--- src/rtl/ram_arbiter.sv ---
// ram_arbiter: shares one single-port zero-delay RAM between the fetch port
// and the load/store port. Round-robin grant, sub-word stores turned into
// read-modify-write, registered read data with a one-cycle acknowledge.
//
// state  | meaning
// -------+-----------------------------------------------------------
// IDLE   | no RAM access; arbitrate between eligible requesters
// IREAD  | fetch word read, captured into IData
// DREAD  | data word read, captured into DRData
// DWRITE | full word store straight from DWData
// RMW_RD | read the target word into the merge register
// RMW_WR | write the merge register with the new byte/half lane
// DERR   | misaligned or illegal-size data access, no RAM access
module ram_arbiter #(
    parameter int dataW       = 32,
    parameter int RAMAddrSize = 32
) (
    input  logic                   clock,
    input  logic                   reset,
    input  logic                   IReq,
    input  logic [RAMAddrSize-1:0] IAddr,
    output logic                   IAck,
    output logic [dataW-1:0]       IData,
    input  logic                   DReq,
    input  logic [RAMAddrSize-1:0] DAddr,
    input  logic                   DWrite,
    input  logic [1:0]             DSize,
    input  logic [dataW-1:0]       DWData,
    output logic                   DAck,
    output logic                   DErr,
    output logic [dataW-1:0]       DRData,
    output logic [RAMAddrSize-1:0] RAMAddr,
    output logic [dataW-1:0]       DataIn,
    output logic                   RAMWriteControl,
    input  logic [dataW-1:0]       RAMOut
);

    typedef enum logic [2:0] {
        IDLE, IREAD, DREAD, DWRITE, RMW_RD, RMW_WR, DERR
    } state_t;

    state_t           state_q, state_d;
    logic             last_d;
    logic             grant_i, grant_d;
    logic             i_elig, d_elig;
    logic             d_bad;
    logic [dataW-1:0] merge_q;
    logic [dataW-1:0] merge_word;
    logic [RAMAddrSize-1:0] i_word_addr, d_word_addr;

    // Fetch address bits [1:0] only select bytes inside the word the core extracts itself.
    logic unused_iaddr_lsb;
    assign unused_iaddr_lsb = ^IAddr[1:0];

    assign i_word_addr = {IAddr[RAMAddrSize-1:2], 2'b00};
    assign d_word_addr = {DAddr[RAMAddrSize-1:2], 2'b00};

    // A port is not eligible in its own Ack cycle, so held-high Req is not double-served.
    assign i_elig = IReq && !IAck;
    assign d_elig = DReq && !DAck;
    assign grant_i = (state_q == IDLE) && i_elig && (!d_elig || last_d);
    assign grant_d = (state_q == IDLE) && d_elig && (!i_elig || !last_d);

    assign d_bad = (DSize == 2'b11) ||
                   (DSize == 2'b01 && DAddr[0]) ||
                   (DSize == 2'b10 && DAddr[1:0] != 2'b00);

    // Next-state decode
    always_comb begin
        state_d = state_q;
        case (state_q)
            IDLE: begin
                if (grant_i)
                    state_d = IREAD;
                else if (grant_d) begin
                    if (d_bad)
                        state_d = DERR;
                    else if (!DWrite)
                        state_d = DREAD;
                    else if (DSize == 2'b10)
                        state_d = DWRITE;
                    else
                        state_d = RMW_RD;
                end
            end
            RMW_RD:  state_d = RMW_WR;
            default: state_d = IDLE;
        endcase
    end

    // Merge the new byte/half lane into the word read during RMW_RD
    always_comb begin
        merge_word = merge_q;
        if (DSize == 2'b00)
            merge_word[{DAddr[1:0], 3'b000} +: 8] = DWData[7:0];
        else
            merge_word[{DAddr[1], 4'b0000} +: 16] = DWData[15:0];
    end

    // RAM drive is decoded from state so an async reset kills a write at once
    always_comb begin
        RAMAddr         = '0;
        DataIn          = '0;
        RAMWriteControl = 1'b0;
        case (state_q)
            IREAD:         RAMAddr = i_word_addr;
            DREAD, RMW_RD: RAMAddr = d_word_addr;
            DWRITE: begin
                RAMAddr         = d_word_addr;
                DataIn          = DWData;
                RAMWriteControl = 1'b1;
            end
            RMW_WR: begin
                RAMAddr         = d_word_addr;
                DataIn          = merge_word;
                RAMWriteControl = 1'b1;
            end
            default: ;
        endcase
    end

    // State register and round-robin history; lastD starts at 1 so fetch wins the first tie
    always_ff @(posedge clock or negedge reset) begin
        if (!reset) begin
            state_q <= IDLE;
            last_d  <= 1'b1;
        end else begin
            state_q <= state_d;
            if (grant_i || grant_d)
                last_d <= grant_d;
        end
    end

    // Registered acknowledges, read data and merge register
    always_ff @(posedge clock or negedge reset) begin
        if (!reset) begin
            IAck    <= 1'b0;
            DAck    <= 1'b0;
            DErr    <= 1'b0;
            IData   <= '0;
            DRData  <= '0;
            merge_q <= '0;
        end else begin
            IAck <= (state_q == IREAD);
            DAck <= (state_q == DREAD) || (state_q == DWRITE) ||
                    (state_q == RMW_WR) || (state_q == DERR);
            DErr <= (state_q == DERR);
            if (state_q == IREAD)
                IData <= RAMOut;
            if (state_q == DREAD)
                DRData <= RAMOut;
            if (state_q == RMW_RD)
                merge_q <= RAMOut;
        end
    end

endmodule

--- config.mk ---
export PLATFORM = sky130hd
export DESIGN_NAME = ram_arbiter
export DESIGN_NICKNAME = d
export VERILOG_FILES = /design/src/rtl/ram_arbiter.sv
export SDC_FILE = /design/constraint.sdc
export NUM_CORES = 1
export LEC_CHECK = 0
export ABC_AREA = 1
export CAP_MARGIN = 20
export CORE_UTILIZATION = 40
export DETAILED_ROUTE_END_ITERATION = 8
export PLACE_DENSITY_LB_ADDON = 0.1
export RECOVER_POWER = 25
export SLEW_MARGIN = 20
export SYNTH_ARGS = -nofsm -noshare
export SYNTH_HDL_FRONTEND = slang
export SYNTH_SLANG_ARGS = --single-unit
--- constraint.sdc ---
create_clock -name clock -period 2.9 [get_ports clock]
set_input_delay 0.29 -clock clock [delete_from_list [all_inputs] [get_ports clock]]
set_output_delay 0.29 -clock clock [all_outputs]
set_load 0.02 [all_outputs]
After elaboration in Yosys (flattened, before gate mapping)
Cells that the tools add are included. Widths: inputs -> output; s select.

Bits in registers: 103. Input port bits: 135. Output and inout bits: 132. Logic and storage cells: 62.

Add/sub/neg operators: 2. Equal/unequal tests: 10. Shift-type cells: 4. Muxes and demuxes: 12. Reductions and logical operators: 26.

Operators by type and width (count): $pmux 32 s2 (2); $bwmux 32 (2); $mux 32 (1); $shift 16x7->32 const A (1); $shift 8x7->32 const A (1); $shiftx 16x7->32 (1); $shiftx 8x7->32 (1); $mux 3 (5); $neg 5->7 (2); $eq 3x3->1 const B (3); $logic_and 1x1->1 (8); $logic_or 1x1->1 (8); $eq 3x2->1 const B (2); $pmux 3 s2 (1); $logic_not 1->1 (5); $eq 2x2->1 const B (2); $reduce_or 4->1 (1); $eq 3x1->1 const B (1); $logic_not 3->1 (1); $ne 3x3->1 const B (1); $eq 2x1->1 const B (1); $logic_not 2->1 (1); $reduce_bool 2->1 (1); $reduce_or 2->1 (1); $mux 1 (1).

Depth between registers and ports, before layout
Gate-level depths: netlist of run 1.

Depth in word-level cells: 8. Depth in mapped cells: 9. Mapped depth without buffers: 8.

Worst setup path before layout of run 1
OpenSTA, ideal clock, no wires.

Kind: in2out. Start: input DAddr[1]. End: output DataIn[24]. Arrival: 1.818 ns. Required time: 2.610 ns. Setup slack: 0.792 ns. Stages: 8. Path buffers: 2. Path through: inv_2 clkbuf_1 ha_1 or2_2 clkbuf_1 o21ai_0 nand3_1 nand2_1.

Longest elaborated chain between the ends: 5. Elaborated cells between the ends (all ways): 10. Those cells by class: add/sub (2); shift (4); mux (4).

Ends and longest elaborated chain: start, declared (RTL line 25) `input logic [RAMAddrSize-1:0] DAddr,`; $neg 5->7, on equally long branches (RTL line 97, 95); $shiftx 16x7->32, or another cell as far along (RTL line 97) `merge_word[{DAddr[1], 4'b0000} +: 16] = DWData[15:0];`; $bwmux 32, on equally long branches (RTL line 97, 95); $mux 32 * (RTL line 94) `if (DSize == 2'b00)`; $pmux 32 s2 * (RTL line 105) `case (state_q)`; end, declared (RTL line 33) `output logic [dataW-1:0] DataIn,`.

Mark *: on every way between the ends. The rest lies on a longest branch, timed or not.

Worst setup path in the final report of run 1
Start: input DAddr[1]. End: output DataIn[17].

Same word-level chain as after synthesis.

==> results of run 1 <==
## stage by stage
step           power (mW)  worst slack (ns)  cell area, um2  std cells  hold WS, ns
3_5_place_dp         7.26            0.0317            8580       1219        0.332
5_1_grt              9.06            0.0136            8990       1238        0.512
2_1_floorplan        5.11             0.792            5820        808     -0.00559
4_1_cts              8.55            0.0208            8910       1236        0.475
6_report             8.49             0.152            8990       1238        0.481
3_3_place_gp         7.19            0.0407            8580       1219        0.326
## timing repair
| action | in CTS | in global routing |
|---|---|---|
| buffers inserted | 0 | 2 |
| endpoints found under the setup margin | 0 | 32 |
| hold buffers | 1 | 0 |
| resized for setup | 0 | 36 |
| hold endpoints to repair | 43 | 0 |
## power by group
| group | internal (mW) | switching [mW] | total (mW) |
|---|---|---|---|
| clock network | 0.625 | 0.627 | 1.25 |
| registers | 2.15 | 0.463 | 2.61 |
| logic | 2.02 | 2.60 | 4.63 |
| total | 4.79 | 3.69 | 8.49 |
## kinds of logic (layout without fill, tap and decap cells)
group | after synthesis | after routing | synth area share (%)
fa+ha+maj | 5 | 5 | 1.08
simple gates | 365 | 365 | 25.7
flops | 103 | 103 | 44.4
buf+inv | 121 | 371 | 9.32
other cells | 1 | 2 | 0.0645
compound gates | 212 | 212 | 19.5
## Yosys cell counts
master      n
nand2_1   275
nand3b_1    1
nor2_4      1
buf_6       3
ha_1        5
nand3_1    71
clkbuf_2    1
o21ai_2     7
o211ai_1   18
o21ai_1    14
o21ai_0   140
buf_8       1
dfstp_2     1
inv_2       5
clkinv_1    1
dfrtp_1   102
a21oi_1    33
nand3_2     1
buf_2      22
nor2_2      1
conb_1      1
nand2_4     1
inv_1      60
or2_2       2
buf_4       6
nor3_1      1
clkbuf_1   21
inv_4       1
nor2_1     11
## critical path, delay by kind of cell
family,cells,cell delay [ns]
adder cells (fa/ha/maj),1,0.21
AO/OA/AOI/OAI,1,0.14
AND/OR/NAND/NOR,3,0.23
buffers and inverters,5,1.57
## per-layer routing
| layer | global-route usage [%] | share of wire, % |
|---|---|---|
| met1 | 36.5 | 45 |
| met2 | 38.8 | 46 |
| met3 | 6.46 | 8.1 |
| met4 | 6.17 | 1.6 |
| met5 | 0 | 0.068 |
## sequential cells by signal (all words and copies together) (netlist names)
| signal | flops |
|---|---|
| DAck | 1 |
| DErr | 1 |
| DRData | 32 |
| IAck | 1 |
| IData | 32 |
| last_d | 1 |
| merge_q | 32 |
| state_q | 3 |
## final cells by class
cell class	count	area share (%)
Multi-Input combinational cell	584	30.1
Timing Repair Buffer	288	32.3
Clock buffer	9	2.51
Clock inverter	7	1.04
Sequential cell	103	28.7
Tap cell	180	2.51
Inverter	67	2.87
## final timing paths
path	end	start	cells past startpoint
setup / recovery	DataIn[17]	DAddr[1]	10
hold / removal	last_d	last_d	2
setup reg to reg	merge_q[13]	state_q[1]	7
hold reg to reg	last_d	last_d	2
max in group asynchronous	state_q[1]	reset	3
min in group asynchronous	IData[24]	reset	2
==> out/qor.yml, run 1 <==
flow_run:
  drv_cap: 0
sta:
  tns_ns: 0
  worst_pin_slew_ns: 1.06
  fin_skew_ns: 0.0131
  finalSetupViolCount: 0
  slew_headroom_pct: 29.2
  drv_slew: 0
  fin_crit_sh_pct: 94.8
  fin_crit_ns: 2.75
  finalHoldViolCount: 0
  rsz0062_at_grt: "no"
  fmax_mhz: 364
logic_synthesis:
  syn_inst: 807
  ys_seq_area_share_pct: 44.4
  synth_top_cell_area_share_pct: 43.9
  synth-seq-cells: 103
  synth_largest_area_cell: "dfrtp_1"
  yosysWarnings: 0
  netlist_top_cells_area: "dfrtp_1 44%, nand2_1 18%, o21ai_0 12%"
  synth.avg_cell_area_um2: 7.20
  netlist-cell-type-count: 29
  syn_area_um2: 5810
floorplanning:
  start_util_pct: 41.4
  die_h_um: 123
  fp.dieW_um: 123
  fp.coreArea_um2: 14000
  dieArea_um2: 15000
  io_pins: 267
  rows: 43
detailed_routing:
  final_antenna_net_count: 0
  routed_wl_um: 19200
  drt-pass1-iter-count: 5
  drc: 0
  vias_per_cell: 5.02
  drt_iter0_drc: 532
  vias: 6215
  wl_per_cell_um: 15.5
grt:
  grt_max_degree: 65
  track_usage_pct: 25.6
  grt-ovfl-total: 0
  antenna_found_initial: 1
  grt_pass1_wl_um: 29700
  grt_pass1_vias: 5585
clock_network:
  clock-sinks: 103
  cts_max_path_buffers: 2
  cts_made_buffers: 9
  clk_latency_ns: 0.36
  cts_tree: "built"
  cts.clk_slew.worst_paths_ns: 0.07
  htreeDepth: 3
  cts_root_buf: "clkbuf_16"
setup_path:
  critPathMaxStageDelay_ns: 0.59
  cp_cell_sequence: "clkdlybuf4s50_1 > inv_2 > ha_1 > clkinvlp_4 > buf_4 > nand2_1 > o21ai_1 > nand3_1 > nand2_1 > clkdlybuf4s50_1"
  crit_type: "primary input to primary output"
  crit_fanout: 14
  slowest_stage: "clkdlybuf4s50_1"
  arrival_ns: 2.46
  worstSetupStartpointType: "primary input"
  worst_setup_path_end_kind: "primary output"
  ff2ff_setup_slack_ns: 0.92
  worstPathRequired_ns: 2.61
placement:
  port_buffers: 262
  gp_congestion: 0.827
  dp_hpwl_um: 14100
finish:
  multi_input_area_um2: 2710
  n_fill_cell: 1285
  fin_util_pct: 64.0
  final_cell_mix: "275 x nand2_1, 233 x clkdlybuf4s50_1, 136 x o21ai_0, 102 x dfrtp_1, 69 x nand3_1"
  drive_gt1_share_pct: 6.33
  num_antenna_cells: 0
  layout.nets: 1193
  final_common_cell: "nand2_1"
  syn2layout_area_growth_pct: 54.6
  regArea_um2: 2580
pwr:
  p_leak_nw: 4.65
  powerDensity_nw_per_um2: 944
  vdd_drop_max_v: 0.000532
outcome:
  run_status: "finished, final reports clean"
worst_hold_path:
  hold_class: "flip-flop to flip-flop"
No activity file was read; power rests on OpenSTA's default activity.
==> run 2: changes to the inputs <==
--- a/config.mk
+++ b/config.mk
@@ -7,9 +7,9 @@
 export LEC_CHECK = 0
 export ABC_AREA = 1
 export CAP_MARGIN = 20
-export CORE_UTILIZATION = 40
+export CORE_UTILIZATION = 38
 export DETAILED_ROUTE_END_ITERATION = 8
-export PLACE_DENSITY_LB_ADDON = 0.1
+export PLACE_DENSITY = 0.76
 export RECOVER_POWER = 25
 export SLEW_MARGIN = 20
 export SYNTH_ARGS = -nofsm -noshare
==> constraint.sdc (replaced) <==
create_clock -name clock -period 2.29 [get_ports clock]
set_input_delay 0.229 -clock clock [delete_from_list [all_inputs] [get_ports clock]]
set_output_delay 0.229 -clock clock [all_outputs]
set_load 0.02 [all_outputs]
==> out/qor.yml, run 2 (synthesized netlist as in run 1, its figures left out) <==
floorplanning:
  rows: 44  # was 43
  dieArea_um2: 15800  # was 15000 um2
  start_util_pct: 39.4  # was 41.4%
  io_pins: 267  # unchanged
  fp.dieW_um: 126  # was 123 um
  die_h_um: 126  # was 123 um
  fp.coreArea_um2: 14800  # was 14000 um2
grt:
  grt_max_degree: 65  # unchanged
  antenna_found_initial: 0  # was 1
  grt-ovfl-total: 0  # unchanged
  grt_pass1_vias: 6016  # was 5585
  track_usage_pct: 25.5  # was 25.6%
  grt_pass1_wl_um: 31900  # was 29700 um
placement:
  dp_hpwl_um: 14800  # was 14100 um
  dp_slack_ns: -0.460  # was 0.0317 ns
  port_buffers: 262  # unchanged
  gp_congestion: 0.949  # was 0.827
clock_network:
  clk_latency_ns: 0.35  # was 0.36 ns
  cts_setup_buffers: 0  # unchanged
  htreeDepth: 3  # unchanged
  cts_max_path_buffers: 2  # unchanged
  cts_tree: "built"  # unchanged
  cts_made_buffers: 9  # unchanged
  clock-sinks: 103  # unchanged
  cts.clk_slew.worst_paths_ns: 0.07  # about the same
  cts_root_buf: "clkbuf_16"  # unchanged
detailed_routing:
  routed_wl_um: 20000  # was 19200 um
  drt-pass1-iter-count: 7  # was 5
  drc: 10  # was 0
  final_antenna_net_count: 0  # unchanged
  vias_per_cell: 5.05  # was 5.02
  drt_iter0_drc: 564  # was 532
  wl_per_cell_um: 16.0  # was 15.5 um
  vias: 6304  # was 6215
setup_path:
  cp_num_buf_inv: 4  # was 5
  worstPathRequired_ns: 2.06  # was 2.61 ns
  crit_type: "flip-flop to primary output"  # was primary input to primary output
  arrival_ns: 1.94  # was 2.46 ns
  timing.rr.end: "merge_q[31]"  # was merge_q[13]
  r2r-start: "state_q[0]"  # was state_q[1]
  worstSetupStartpointType: "flip-flop"  # was primary input
  crit_family: "buffers and inverters"  # unchanged
  worst_setup_path_end_kind: "primary output"  # unchanged
  ff2ff_setup_slack_ns: 0.73  # was 0.92 ns
  reg2reg_depth: 7  # unchanged
  slowest_stage: "dfrtp_1"  # was clkdlybuf4s50_1
  critPathMaxStageDelay_ns: 0.43  # was 0.59 ns
  crit_fanout: 31  # was 14
  cp_cell_sequence: "inv_2 > nand2_1 > nor2_2 > buf_12 > inv_1 > o21ai_1 > buf_4"  # was clkdlybuf4s50_1 > inv_2 > ha_1 > clkinvlp_4 > buf_4 > nand2_1 > o21ai_1 > nand3_1 > nand2_1 > clkdlybuf4s50_1
pwr:
  p_leak_nw: 4.35  # was 4.65 nW
  vdd_drop_max_v: 0.000891  # was 0.000532 V
  seq_power_share_pct: 31.2  # was 30.7%
  powerDensity_nw_per_um2: 1190  # was 944 nW/um2
  power_mw: 10.6  # was 8.49 mW
  intPower_mw: 6.01  # was 4.79 mW
  p_comb_share_pct: 53.9  # was 54.5%
  power_switching_share_pct: 43.5  # about the same
  switching_power_mw: 4.64  # was 3.69 mW
  clock_power_share_pct: 15.0  # was 14.8%
sta:
  slew_headroom_pct: 35.1  # was 29.2%
  worst_slack_ns: 0.122  # was 0.152 ns
  fin_skew_ns: 0.00810  # was 0.0131 ns
  fin_crit_ns: 2.17
  drv_slew: 0  # unchanged
  fin_crit_sh_pct: 94.7
  finalHoldViolCount: 0  # unchanged
  finalSetupViolCount: 0  # unchanged
  tns_ns: 0  # unchanged
  fmax_mhz: 461
  rsz0062_at_grt: "no"  # unchanged
  worst_pin_slew_ns: 0.974  # was 1.06 ns
finish:
  drive_gt1_share_pct: 9.40  # was 6.33%
  regArea_um2: 2580  # unchanged
  num_antenna_cells: 0  # unchanged
  syn2layout_area_growth_pct: 53.5  # was 54.6%
  n_fill_cell: 1364  # was 1285
  final_cell_mix: "275 x nand2_1, 196 x clkdlybuf4s50_1, 130 x o21ai_0, 102 x dfrtp_1, 69 x nand3_1"  # was 275 x nand2_1, 233 x clkdlybuf4s50_1, 136 x o21ai_0, 102 x dfrtp_1, 69 x nand3_1
  final_common_cell: "nand2_1"  # unchanged
  multi_input_area_um2: 2730  # was 2710 um2
  layout.nets: 1199  # was 1193
  top_regs: "DRData (32), IData (32), merge_q (32)"  # unchanged
worst_hold_path:
  worstHoldEndpoint: "merge_q[19]"  # was last_d
  hold_depth: 3  # was 2
  hold_class: "primary input to flip-flop"  # was flip-flop to flip-flop
  min_from: "RAMOut[19]"  # was last_d
flow_run:
  drv_cap: 0  # unchanged
outcome:
  violations: "DRC"
  run_status: "finished with violations"  # was finished, final reports clean
-- run 2: power groups by stage --
stage          Sequential [mW]  Clock, mW  Combinational (mW)
2_1_floorplan             3.90          0                2.57
3_3_place_gp              3.30          0                5.91
3_5_place_dp              3.30          0                6.02
4_1_cts                   3.31       1.62                5.79
5_1_grt                   3.43       1.69                6.26
6_report                  3.32       1.60                5.73
-- run 2: worst register-to-register path, stage by stage, from the launching register on --
cell     delay (ns)
dfrtp_1        0.43
inv_2          0.09
nand2_4        0.10
nor2_4         0.04
buf_12         0.18
inv_4          0.38
nand2_1        0.18
o21ai_2        0.09
-- run 2: worst max path at each step --
| stage | startpoint | endpoint | slack [ns] | cells past startpoint |
|---|---|---|---|---|
| after global placement | DAddr[1] | DataIn[28] | -0.46 | 9 |
| final | state_q[2] | DataIn[12] | 0.12 | 7 |
| after CTS | DAddr[0] | DataIn[25] | -0.001 | 8 |
| after detailed placement | DAddr[1] | DataIn[29] | -0.46 | 9 |
| after floorplan | DAddr[1] | DataIn[24] | 0.30 | 8 |
| after global routing | state_q[2] | RAMAddr[31] | 0.02 | 7 |
-- run 2: repair_timing --
action                                 CTS  global route
pin swaps                                0             1
endpoints found under the hold margin   34             0
gates cloned                             0             1
gates resized for setup                116            28
setup endpoints to repair               63            34
hold buffers                             1             0
-- run 2: final cells by class --
type                            instances  share of cell area, %
Timing Repair Buffer                  293                   31.6
Multi-Input combinational cell        584                   30.5
Sequential cell                       103                   28.9
Inverter                               67                   2.87
Clock buffer                           11                   2.72
Tap cell                              184                   2.58
Clock inverter                          5                  0.715
Timing Repair inverter                  1                 0.0841
-- run 2: per-stage QoR --
step / util, % / hold WS [ns] / instances / area (um2)
2_1_floorplan: - / -0.0666 / 808 / 5820
3_3_place_gp: 59.0 / 0.234 / 1230 / 8710
3_5_place_dp: 59.0 / 0.236 / 1230 / 8710
4_1_cts: 60.7 / 0.406 / 1247 / 8960
5_1_grt: 60.5 / 0.498 / 1248 / 8920
6_report: 60.5 / 0.474 / 1248 / 8920
-- run 2: metal layers --
layer  GRT usage [%]  up-vias  routed length, um
met5               0        -                  0
met4            7.32        0                375
met3            5.61       29               1590
met2            40.2      259               9110
met1            35.3     2890               8950
li1                -     3126                  -
